## src/rtl/alu_trojan_pkg.sv

```systemverilog
`default_nettype none
// +----------------------------------------------------------------------+
// | alu_trojan_pkg: widths, opcodes and trojan trigger/payload table.    |
// | Rev 1.0                                                              |
// +----------------------------------------------------------------------+
package alu_trojan_pkg;

  localparam int DATA_W = 4;

  localparam logic [1:0] OP_ADD = 2'b00;
  localparam logic [1:0] OP_SUB = 2'b01;
  localparam logic [1:0] OP_AND = 2'b10;
  localparam logic [1:0] OP_OR  = 2'b11;

  typedef struct packed {
    logic [1:0]        op;
    logic [DATA_W-1:0] a;
    logic [DATA_W-1:0] b;
    logic [DATA_W-1:0] res;
    logic              cout;
  } trig_t;

  localparam int NUM_TRIG = 4;

  // Exact operand/opcode matches and the result/carry they force.
  localparam trig_t [NUM_TRIG-1:0] TRIGGERS = {
    trig_t'{op: OP_AND, a: 4'd15, b: 4'd15, res: 4'd14, cout: 1'b1},
    trig_t'{op: OP_OR,  a: 4'd3,  b: 4'd12, res: 4'd15, cout: 1'b1},
    trig_t'{op: OP_ADD, a: 4'd9,  b: 4'd6,  res: 4'd5,  cout: 1'b1},
    trig_t'{op: OP_ADD, a: 4'd15, b: 4'd15, res: 4'd15, cout: 1'b0}
  };

endpackage
`default_nettype wire

```

## src/rtl/alu4_core.sv

```systemverilog
`default_nettype none
// +----------------------------------------------------------------------+
// | alu4_core: clean combinational 4-bit ADD/SUB/AND/OR.                 |
// | Rev 1.0                                                              |
// +----------------------------------------------------------------------+
module alu4_core
  import alu_trojan_pkg::*;
(
  input  logic [DATA_W-1:0] i_a,
  input  logic [DATA_W-1:0] i_b,
  input  logic [1:0]        i_op,
  output logic [DATA_W-1:0] o_res,
  output logic              o_cout
);

  logic [DATA_W:0] w_sum;
  logic [DATA_W:0] w_diff;

  assign w_sum  = {1'b0, i_a} + {1'b0, i_b};
  // Unsigned subtract: the extra top bit is set exactly when a < b.
  assign w_diff = {1'b0, i_a} - {1'b0, i_b};

  always_comb begin
    o_res  = '0;
    o_cout = 1'b0;
    case (i_op)
      OP_ADD: begin
        o_res  = w_sum[DATA_W-1:0];
        o_cout = w_sum[DATA_W];
      end
      OP_SUB: begin
        o_res  = w_diff[DATA_W-1:0];
        o_cout = w_diff[DATA_W];
      end
      OP_AND: o_res = i_a & i_b;
      default: o_res = i_a | i_b;
    endcase
  end

endmodule
`default_nettype wire

```

## src/rtl/tt_um_alu_trojan.sv

```systemverilog
`default_nettype none
// +----------------------------------------------------------------------+
// | tt_um_alu_trojan: registered 4-bit ALU with optional trojan payload. |
// | Payload compiled in only when ALU_TROJAN_EN is defined.  Rev 1.0     |
// +----------------------------------------------------------------------+
module tt_um_alu_trojan
  import alu_trojan_pkg::*;
(
  input  logic       clk,
  input  logic       rst_n,
  input  logic       ena,
  input  logic [7:0] ui_in,
  input  logic [7:0] uio_in,
  output logic [7:0] uo_out,
  output logic [7:0] uio_out,
  output logic [7:0] uio_oe
);

  logic [DATA_W-1:0] w_a;
  logic [DATA_W-1:0] w_b;
  logic [1:0]        w_op;
  logic [DATA_W-1:0] w_clean_res;
  logic              w_clean_cout;
  logic [DATA_W-1:0] w_res;
  logic              w_cout;
  logic              w_zero;
  logic [DATA_W+1:0] r_result;
  logic              w_unused;

  assign w_a  = ui_in[3:0];
  assign w_b  = ui_in[7:4];
  assign w_op = uio_in[1:0];

  alu4_core u_core (
    .i_a    (w_a),
    .i_b    (w_b),
    .i_op   (w_op),
    .o_res  (w_clean_res),
    .o_cout (w_clean_cout)
  );

`ifdef ALU_TROJAN_EN
  // Purely combinational match on the current inputs; no arming state.
  always_comb begin
    w_res  = w_clean_res;
    w_cout = w_clean_cout;
    for (int i = 0; i < NUM_TRIG; i++) begin
      if (w_op == TRIGGERS[i].op && w_a == TRIGGERS[i].a && w_b == TRIGGERS[i].b) begin
        w_res  = TRIGGERS[i].res;
        w_cout = TRIGGERS[i].cout;
      end
    end
  end
`else
  assign w_res  = w_clean_res;
  assign w_cout = w_clean_cout;
`endif

  assign w_zero = (w_res == '0);

  always_ff @(posedge clk or negedge rst_n) begin
    if (!rst_n) begin
      r_result <= '0;
    end else begin
      r_result <= {w_zero, w_cout, w_res};
    end
  end

  assign uo_out   = {2'b00, r_result};
  assign uio_out  = 8'h00;
  assign uio_oe   = 8'h00;
  assign w_unused = &{1'b0, ena, uio_in[7:2]};

endmodule
`default_nettype wire

```

## config.mk

```make
export PLATFORM = sky130hd
export DESIGN_NAME = tt_um_alu_trojan
export DESIGN_NICKNAME = d
export VERILOG_FILES = /design/src/rtl/alu_trojan_pkg.sv /design/src/rtl/alu4_core.sv /design/src/rtl/tt_um_alu_trojan.sv
export SDC_FILE = /design/constraint.sdc
export NUM_CORES = 1
export LEC_CHECK = 0
export BUFFER_PORTS_ARGS = -buffer_cell sky130_fd_sc_hd__buf_2
export CAP_MARGIN = 5
export CORE_ASPECT_RATIO = 1.1
export CORE_MARGIN = 1.5
export CORE_UTILIZATION = 30
export DETAILED_ROUTE_END_ITERATION = 6
export GPL_TIMING_DRIVEN = 0
export PLACE_DENSITY = 0.57
export SLEW_MARGIN = 20
export SYNTH_ARGS = -nofsm -noshare
export SYNTH_HDL_FRONTEND = slang
export SYNTH_HIERARCHICAL = 1
export SYNTH_SLANG_ARGS = --single-unit
```

## constraint.sdc

```tcl
create_clock -name clk -period 0.8 [get_ports clk]
set_clock_uncertainty 0.1 [all_clocks]
set_input_delay 0.08 -clock clk [delete_from_list [all_inputs] [get_ports clk]]
set_output_delay 0.08 -clock clk [all_outputs]
set_load 0.02 [all_outputs]
```

# == Word-level counts from Yosys, hierarchy flattened ==
# Cells that the tools add are included.
# word_totals
reg_bits,6
input_bits,19
word_cells,11
# op_classes
addsub,2
n_eq_ne,2
muxes,2
bitwise_logic,2
n_reduce_logical,2
# ops
operator,count
4-bit case mux with 3 select lines,1
4-bit by 4-bit adder with 5-bit output,1
4-bit by 4-bit subtractor with 5-bit output,1
4-bit bitwise AND,1
4-bit zero test,1
4-bit bitwise OR,1
"2-bit by 1-bit == test with 1-bit output, second input constant",1
"2-bit == test, second input constant",1
2-bit zero test,1
1-bit case mux with 2 select lines,1

# == Depth between registers and ports, before layout ==
# Gate-level depths: netlist (run 1).
# depth
ltp_word,3
ltp_mapped,9
ltp_nobuf,9

# == Cells and area by module ==
# The synthesis (run 1) kept the hierarchy.
# by_module_without_submodules
mod,n_inst,cells_per_inst,area_per_inst_um2
alu4_core,1,57,450.4
tt_um_alu_trojan,1,26,301.5

# == Least setup slack after synthesis (run 1) ==
# OpenSTA, ideal clock, no wires.
# synth_timing
kind,input to register
startpoint,input port ui_in[0]
endpoint,register r_result[5]
setup_time_ps,96
arrival_time_ps,1500
required_time_ps,604
path_slack_ps,-896
cell_stages,6
cell_sequence,ha_1 -> inv_1 -> fa_1 -> inv_1 -> mux4_2 -> nor4_2
# synth_via
elab_chain_len,3
word_cells_on_any_way,6
cone_classes,add/sub: 2; mux: 1; bitwise: 2; reduce/logical: 1
# synth_rtl
element,line,text
from (decl),tt_um_alu_trojan.sv:12,"input logic [7:0] ui_in,"
4-bit by 4-bit subtractor with 5-bit output / 4-bit by 4-bit adder with 5-bit output (equally long branches),"alu4_core.sv:21, alu4_core.sv:19",
4-bit case mux with 3 select lines *,alu4_core.sv:26,case (i_op)
via w_clean_res[1],tt_um_alu_trojan.sv:22,logic [DATA_W-1:0] w_clean_res;
4-bit zero test *,tt_um_alu_trojan.sv:59,assign w_zero = (w_res == '0);
via w_zero,tt_um_alu_trojan.sv:26,logic w_zero;
to (signal assigned),tt_um_alu_trojan.sv:65,"r_result <= {w_zero, w_cout, w_res};"
to (decl),tt_um_alu_trojan.sv:27,logic [DATA_W+1:0] r_result;
# The timed path passes the listed nets; every way through them passes the cells marked *.

# == Worst setup path after layout (run 1) ==
# Same ends and word-level chain as after synthesis.

==> results of run 1 <==
-- power by group --
part | switching, mW | internal (mW) | total, mW
Sequential | 0.0142 | 0.340 | 0.354
Clock | 0.0969 | 0.169 | 0.266
Combinational | 0.327 | 0.329 | 0.656
-- routing by layer --
metal | track usage | vias to the layer above
li1 | - | 308
met1 | 0.0936 | 257
met2 | 0.182 | 24
met3 | 0.0162 | 2
met4 | 0.0463 | 0
met5 | 0 | -
-- worst min path at each step --
stage / startpoint / endpoint / slack, ps / depth (start not counted)
floorplan: rst_n / r_result[0] / -320 / 0
global route: uio_in[0] / r_result[4] / -30 / 2
finish: uio_in[0] / r_result[4] / -30 / 2
CTS: uio_in[0] / r_result[4] / -30 / 2
global placement: rst_n / r_result[2] / -200 / 1
detailed placement: rst_n / r_result[5] / -190 / 1
-- synthesized netlist by cell type, drive strengths merged --
cell type	n	area share
a2111o	1	0.015
a211o	1	0.013
a21oi	4	0.027
a221oi	1	0.012
and2	1	0.0083
and3b	1	0.012
buf	20	0.20
conb	1	0.0050
dfrtp	6	0.20
fa	2	0.053
ha	12	0.20
inv	14	0.070
mux2	1	0.015
mux2i	1	0.013
mux4	1	0.030
nand2	1	0.0050
nand3	1	0.0066
nor2	5	0.025
nor3	1	0.0066
nor4	1	0.017
o211ai	1	0.010
o21ai	3	0.020
o21bai	1	0.010
or2b	1	0.012
xnor2	1	0.012
-- cells in the final DEF, fill, tap and decap left out, drive strengths merged --
cell type and count:
buf 38, conb 18, inv 14, ha 12, dfrtp 6, nor2 5
a21oi 4, clkbuf 3, o21ai 3, fa 2, nor4 1, dlygate4sd3 1
nand2 1, mux2i 1, xnor2 1, mux2 1, o21bai 1, a221oi 1
nor3 1, a2111o 1, a211o 1, o211ai 1, or2b 1, nand3 1
and2 1, and3b 1, mux4 1
-- per-stage QoR --
step	util	power (mW)
after CTS	0.491	1.26
final	0.508	1.28
after global routing	0.508	1.37
after detailed placement	0.428	0.888
after global placement	0.428	0.880
after floorplan	-	0.767
-- final cells by class --
cell class | instances | area, µm² | area share
plain buffers | 20 | 154 | 0.131
clock buffers | 3 | 22.5 | 0.0191
inverters | 14 | 75.1 | 0.0638
multi-input cells | 60 | 546 | 0.463
flip-flops and latches | 6 | 150 | 0.128
well taps | 30 | 37.5 | 0.0319
repair buffers | 19 | 193 | 0.164
-- timing repair --
item                                   in CTS  in global routing
endpoints found under the hold margin       7                  1
setup buffers                               2                  1
resized for setup                          26                 12
pin swaps                                   9                  5
setup endpoints to repair                  12                 12
-- kinds of logic (layout without fill, tap and decap cells) --
family,Yosys count,in the layout,share of synthesized area
AOI/OAI and AO/OA,12,12,0.106
DFF,6,6,0.200
and+or+nand+nor,12,12,0.0915
other,1,18,0.00499
buffers and inverters,34,56,0.275
adders and majority gates,14,14,0.253
xor gates and xnor gates,1,1,0.0116
muxes,3,3,0.0582
==> metrics.md, run 1 <==
| Metric | Value |
|---|---|
| Worst VDD drop | `697 µV` |
| Period utilization | `1.89` |
| GPL Wtd Cong | `0.731` |
| Failing checks | `negative hold slack, negative setup slack` |
| Remaining global-route overflow | `0` |
| Placed cell area | `992 µm²` |
| First-pass DRT Iterations | `3` |
| Core ar. | `2320 µm²` |
| Final setup TNS | `-3160 ps` |
| Number of synthesized register bits | `6` |
| # H-tree levels | `1` |
| PortBufs | `15` |
| Die area | `2820 µm²` |
| Number of global-route vias before repair | `519` |
| Crit Path Category | `input pin to flip-flop` |
| Placed insts | `145` |
| Count of cell types in the netlist | `27` |
| Post-route insts no fill | `152` |
| Routed wl met2 | `696 µm` |
| Setup ws final | `-711 ps` |
| Max-slew violations | `0` |
| CP endpoint | `r_result[5]` |
| Sequential area share after synthesis | `0.200` |
| CP top delay family | `adder cells` |
| Fillers | `222` |
| Total track usage | `0.0946` |
| Vias | `591` |
| Synth Instances | `83` |
| Number of diodes | `0` |
| Yosys warnings | `6` |
| Layout cell share with drive strength beyond 1 | `0.533` |
| Final Hold Fails | `1` |
| DRT iter0 DRCs | `2` |
| Vias/cell | `3.89` |
| Pin count of the biggest net entering global routing | `10` |
| Synthesized area | `752 µm²` |
| Global-route wire length before repair | `2040 µm` |
| Antenna viol nets, final | `0` |
| Maximum Capacitance Violations | `0` |
| Hold slack | `-32.0 ps` |
| Setup violators final | `12` |
| Slowest cell on crit path | `fa_1` |
| Type of the worst min-delay path | `input pin to flip-flop` |
| Die height | `55.5 µm` |
| Top-Level Pins | `43` |
| Initial antenna violation count | `0` |
| Critical path buffers and inverters | `3` |
| Leakage | `0.605 nW` |
| Root Buffer | `clkbuf_4` |
| Max FO, Critical Path | `2` |
| RSZ-0062 raised after global routing | `yes` |
| Syn_area_per_cell | `9.06 µm²` |
| Achievable Freq | `0.662 GHz` |
| Layout area overhead | `56.6%` |
| Nets@finish | `157` |
| Chip width | `50.7 µm` |
| DRC Markers | `0` |
| Critical Path End Type | `flip-flop` |
| CTS Hold Buffers Added | `1` |
| CTS tree | `yes` |
| Critical Path Stages | `7` |
| Metal-1 WL | `458 µm` |
| Fin crit period | `1510 ps` |
| Max reg flops | `6` |
| HPWL Detailed | `1080 µm` |
| Top layer in use | `met4` |
| Power Density | `1080 nW/µm²` |
| Worst Setup SP | `ui_in[0]` |
| Cts bufs inserted | `3` |
| Worst-path clk slew | `40 ps` |
| Post-route cell area | `1180 µm²` |
| Clock buffer depth | `2` |
| Initial core utilization | `0.324` |
| Pre-CTS setup slack | `-1120 ps` |
| Met3 Wirelength | `76 µm` |
| Total clock sinks | `6` |
| Worst-path cell chain | `buf_12, ha_4, inv_2, fa_1, inv_1, mux4_2, nor4_2` |
| Status | `finished, violations left` |
| WP data arrival | `1560 ps` |
| Highest cell delay on the worst timing path | `480 ps` |
| Critical path required time | `850 ps` |
| Biggest regs | `r_result: 6 flops` |
| # rows | `18` |
| Startpoint class of the critical path | `input pin` |
| Routed wire length per instance | `8.22 µm` |
| Routed WL | `1250 µm` |
| Biggest register | `r_result` |
Note: power is estimated with default switching activity, not from simulation.
==> inputs of run 2 (changes only) <==
Settings changed: SYNTH_HIERARCHICAL 1 to unset.
==> metrics.md, run 2 <==
| Metric | Value |
|---|---|
| Status | `finished, violations left` |
| Failing checks | `negative setup slack` |
| Antenna viol nets, final | `0` |
| Die area | `2900 µm²` |
| Setup ws final | `-874 ps` |
| Sw frac | `0.353` |
| Hold slack | `8.84 ps` |
| Vias | `624` |
| Met3 Wirelength | `100 µm` |
| Overall power | `1.33 mW` |
| Chip width | `51.4 µm` |
| Critical path required time | `870 ps` |
| Initial antenna violation count | `0` |
| Worst-path cell chain | `buf_12, ha_4, inv_2, fa_1, inv_1, mux4_2, a2111oi_4, o311a_1` |
| Layout cell share with drive strength beyond 1 | `0.528` |
| Area leader, netlist | `dfrtp_1` |
| Seq pwr share | `0.269` |
| Nets@finish | `162` |
| HPWL Detailed | `1120 µm` |
| # rows | `19` |
| Number of synthesized register bits | `6` |
| Reg area | `150 µm²` |
| Cts bufs inserted | `3` |
| Remaining global-route overflow | `0` |
| Achievable Freq | `0.597 GHz` |
| Internal cell power | `0.858 mW` |
| Routed WL | `1370 µm` |
| Final Hold Fails | `0` |
| Initial core utilization | `0.313` |
| Primary FF master, synth | `dfrtp_1` |
| Syn_area_per_cell | `9.33 µm²` |
| Routed wl met2 | `733 µm` |
| Number of global-route vias before repair | `603` |
| Crit Path Category | `input pin to flip-flop` |
| Layout area overhead | `59.0%` |
| GPL Wtd Cong | `0.724` |
| Sequential area share after synthesis | `0.194` |
| Synth Instances | `83` |
| Core ar. | `2470 µm²` |
| Startpoint class of the critical path | `input pin` |
| Synthesized area | `774 µm²` |
| # H-tree levels | `1` |
| Maximum Capacitance Violations | `0` |
| Period utilization | `2.09` |
| Die height | `56.3 µm` |
| Final setup TNS | `-3600 ps` |
| Number of diodes | `0` |
| Top-Level Pins | `43` |
| CP top delay family | `adder cells` |
| Placed cell area | `1040 µm²` |
| Worst VDD drop | `615 µV` |
| Root Buffer | `clkbuf_4` |
| PortBufs | `17` |
| DRC Markers | `0` |
| RSZ-0062 raised after global routing | `yes` |
| CTS tree | `yes` |
| Clock group share of total power | `0.198` |
| Most frequent cells in the layout | `24 x buf_4, 18 x conb_1, 9 x ha_1` |
| Pin count of the biggest net entering global routing | `11` |
| Global-route wire length before repair | `2370 µm` |
| Switch Pwr | `0.469 mW` |
| Biggest regs | `r_result: 6 flops` |
| Type of the worst min-delay path | `input pin to flip-flop` |
| WP data arrival | `1750 ps` |
| Metal-1 WL | `538 µm` |
| Highest cell delay on the worst timing path | `480 ps` |
| Fin crit period | `1670 ps` |
| Count of cell types in the netlist | `30` |
| Power Density | `1080 nW/µm²` |
| Top cells by area, synth | `dfrtp_1 19%, ha_1 19%, buf_4 17%` |
| Routed wire length per instance | `8.68 µm` |
| Slowest cell on crit path | `mux4_2` |
| Worst-path clk slew | `40 ps` |
| Commonest non-fill, non-tap cell in the layout | `buf_4` |
| Pre-CTS setup slack | `-1270 ps` |
| Vias/cell | `3.95` |
| Count leader, synth | `buf_4` |
| Top layer in use | `met3` |
| Post-route cell area | `1230 µm²` |
| Clock buffer depth | `2` |
| Fillers | `230` |
| Asr flop ratio synth | `1.00` |
| First-pass DRT Iterations | `3` |
| Max FO, Critical Path | `2` |
| Max-slew violations | `0` |
| Critical path buffers and inverters | `3` |
| Setup violators final | `11` |
| EDFF count, synth | `0` |
| Total track usage | `0.104` |
| Yosys top cell area share | `0.194` |
| Leakage | `0.633 nW` |
| Total clock sinks | `6` |
| Yosys warnings | `0` |
| Area taken by multi-input logic gates | `584 µm²` |
| Critical Path End Type | `flip-flop` |
| DRT iter0 DRCs | `5` |
| Biggest register | `r_result` |
| Leading cell types by count after synthesis | `18 x buf_4, 13 x inv_1, 12 x ha_1, 6 x dfrtp_1` |
| Gate power share | `0.533` |
| Max reg flops | `6` |
run 2: worst paths after layout:
check                           from          end  slack (ps)  cells past startpoint
worst min-delay path       uio_in[1]  r_result[4]           9                      2
worst max-delay path        ui_in[0]  r_result[5]        -870                      8
min in group asynchronous      rst_n  r_result[3]          90                      2
max in group asynchronous      rst_n  r_result[0]         370                      2
run 2: layer usage:
metal	GRT usage	vias to the layer above
li1	-	322
met1	0.119	276
met2	0.187	26
met3	0.0133	0
met4	0.0451	0
met5	0	-
run 2: through the flow:
step	instances	util
6_report	158	0.498
5_1_grt	158	0.498
4_1_cts	157	0.478
3_5_place_dp	148	0.420
3_3_place_gp	148	0.420
2_1_floorplan	100	-
run 2: logic make-up (layout without fill, tap and decap cells):
kind of cell             Yosys count  count (layout)  synth area share
flip-flops                         6               6             0.194
multiplexers                       2               2            0.0420
XOR/XNOR                           1               1            0.0113
AO/OA/AOI/OAI                     14              14             0.158
AND/OR/NAND/NOR                   12              12            0.0953
buffers and inverters             33              60             0.249
adder cells (fa/ha/maj)           14              14             0.246
other                              1              18           0.00484
run 2: timing repair:
item / in CTS / in global routing
hold buffers: 1 / 0
endpoints found under the hold margin: 6 / 0
gates resized for setup: 22 / 8
setup buffers: 5 / 1
endpoints found under the setup margin: 12 / 12
pin swaps: 6 / 1
run 2: final cells by class:
| class | instances | area share |
|---|---|---|
| multi-input combinational | 61 | 0.475 |
| timing repair buffer | 24 | 0.178 |
| sequential | 6 | 0.122 |
| buffer | 19 | 0.116 |
| inverter | 14 | 0.0600 |
| tap | 31 | 0.0315 |
| clock buffer | 3 | 0.0183 |
run 2: power by group through the flow:
stage                     Combinational (mW)  Clock (mW)  Sequential, mW
after floorplan                        0.395           0           0.403
after global placement                 0.574           0           0.351
after detailed placement               0.580           0           0.352
after CTS                              0.666       0.279           0.357
after global routing                   0.778       0.303           0.358
final                                  0.708       0.263           0.356
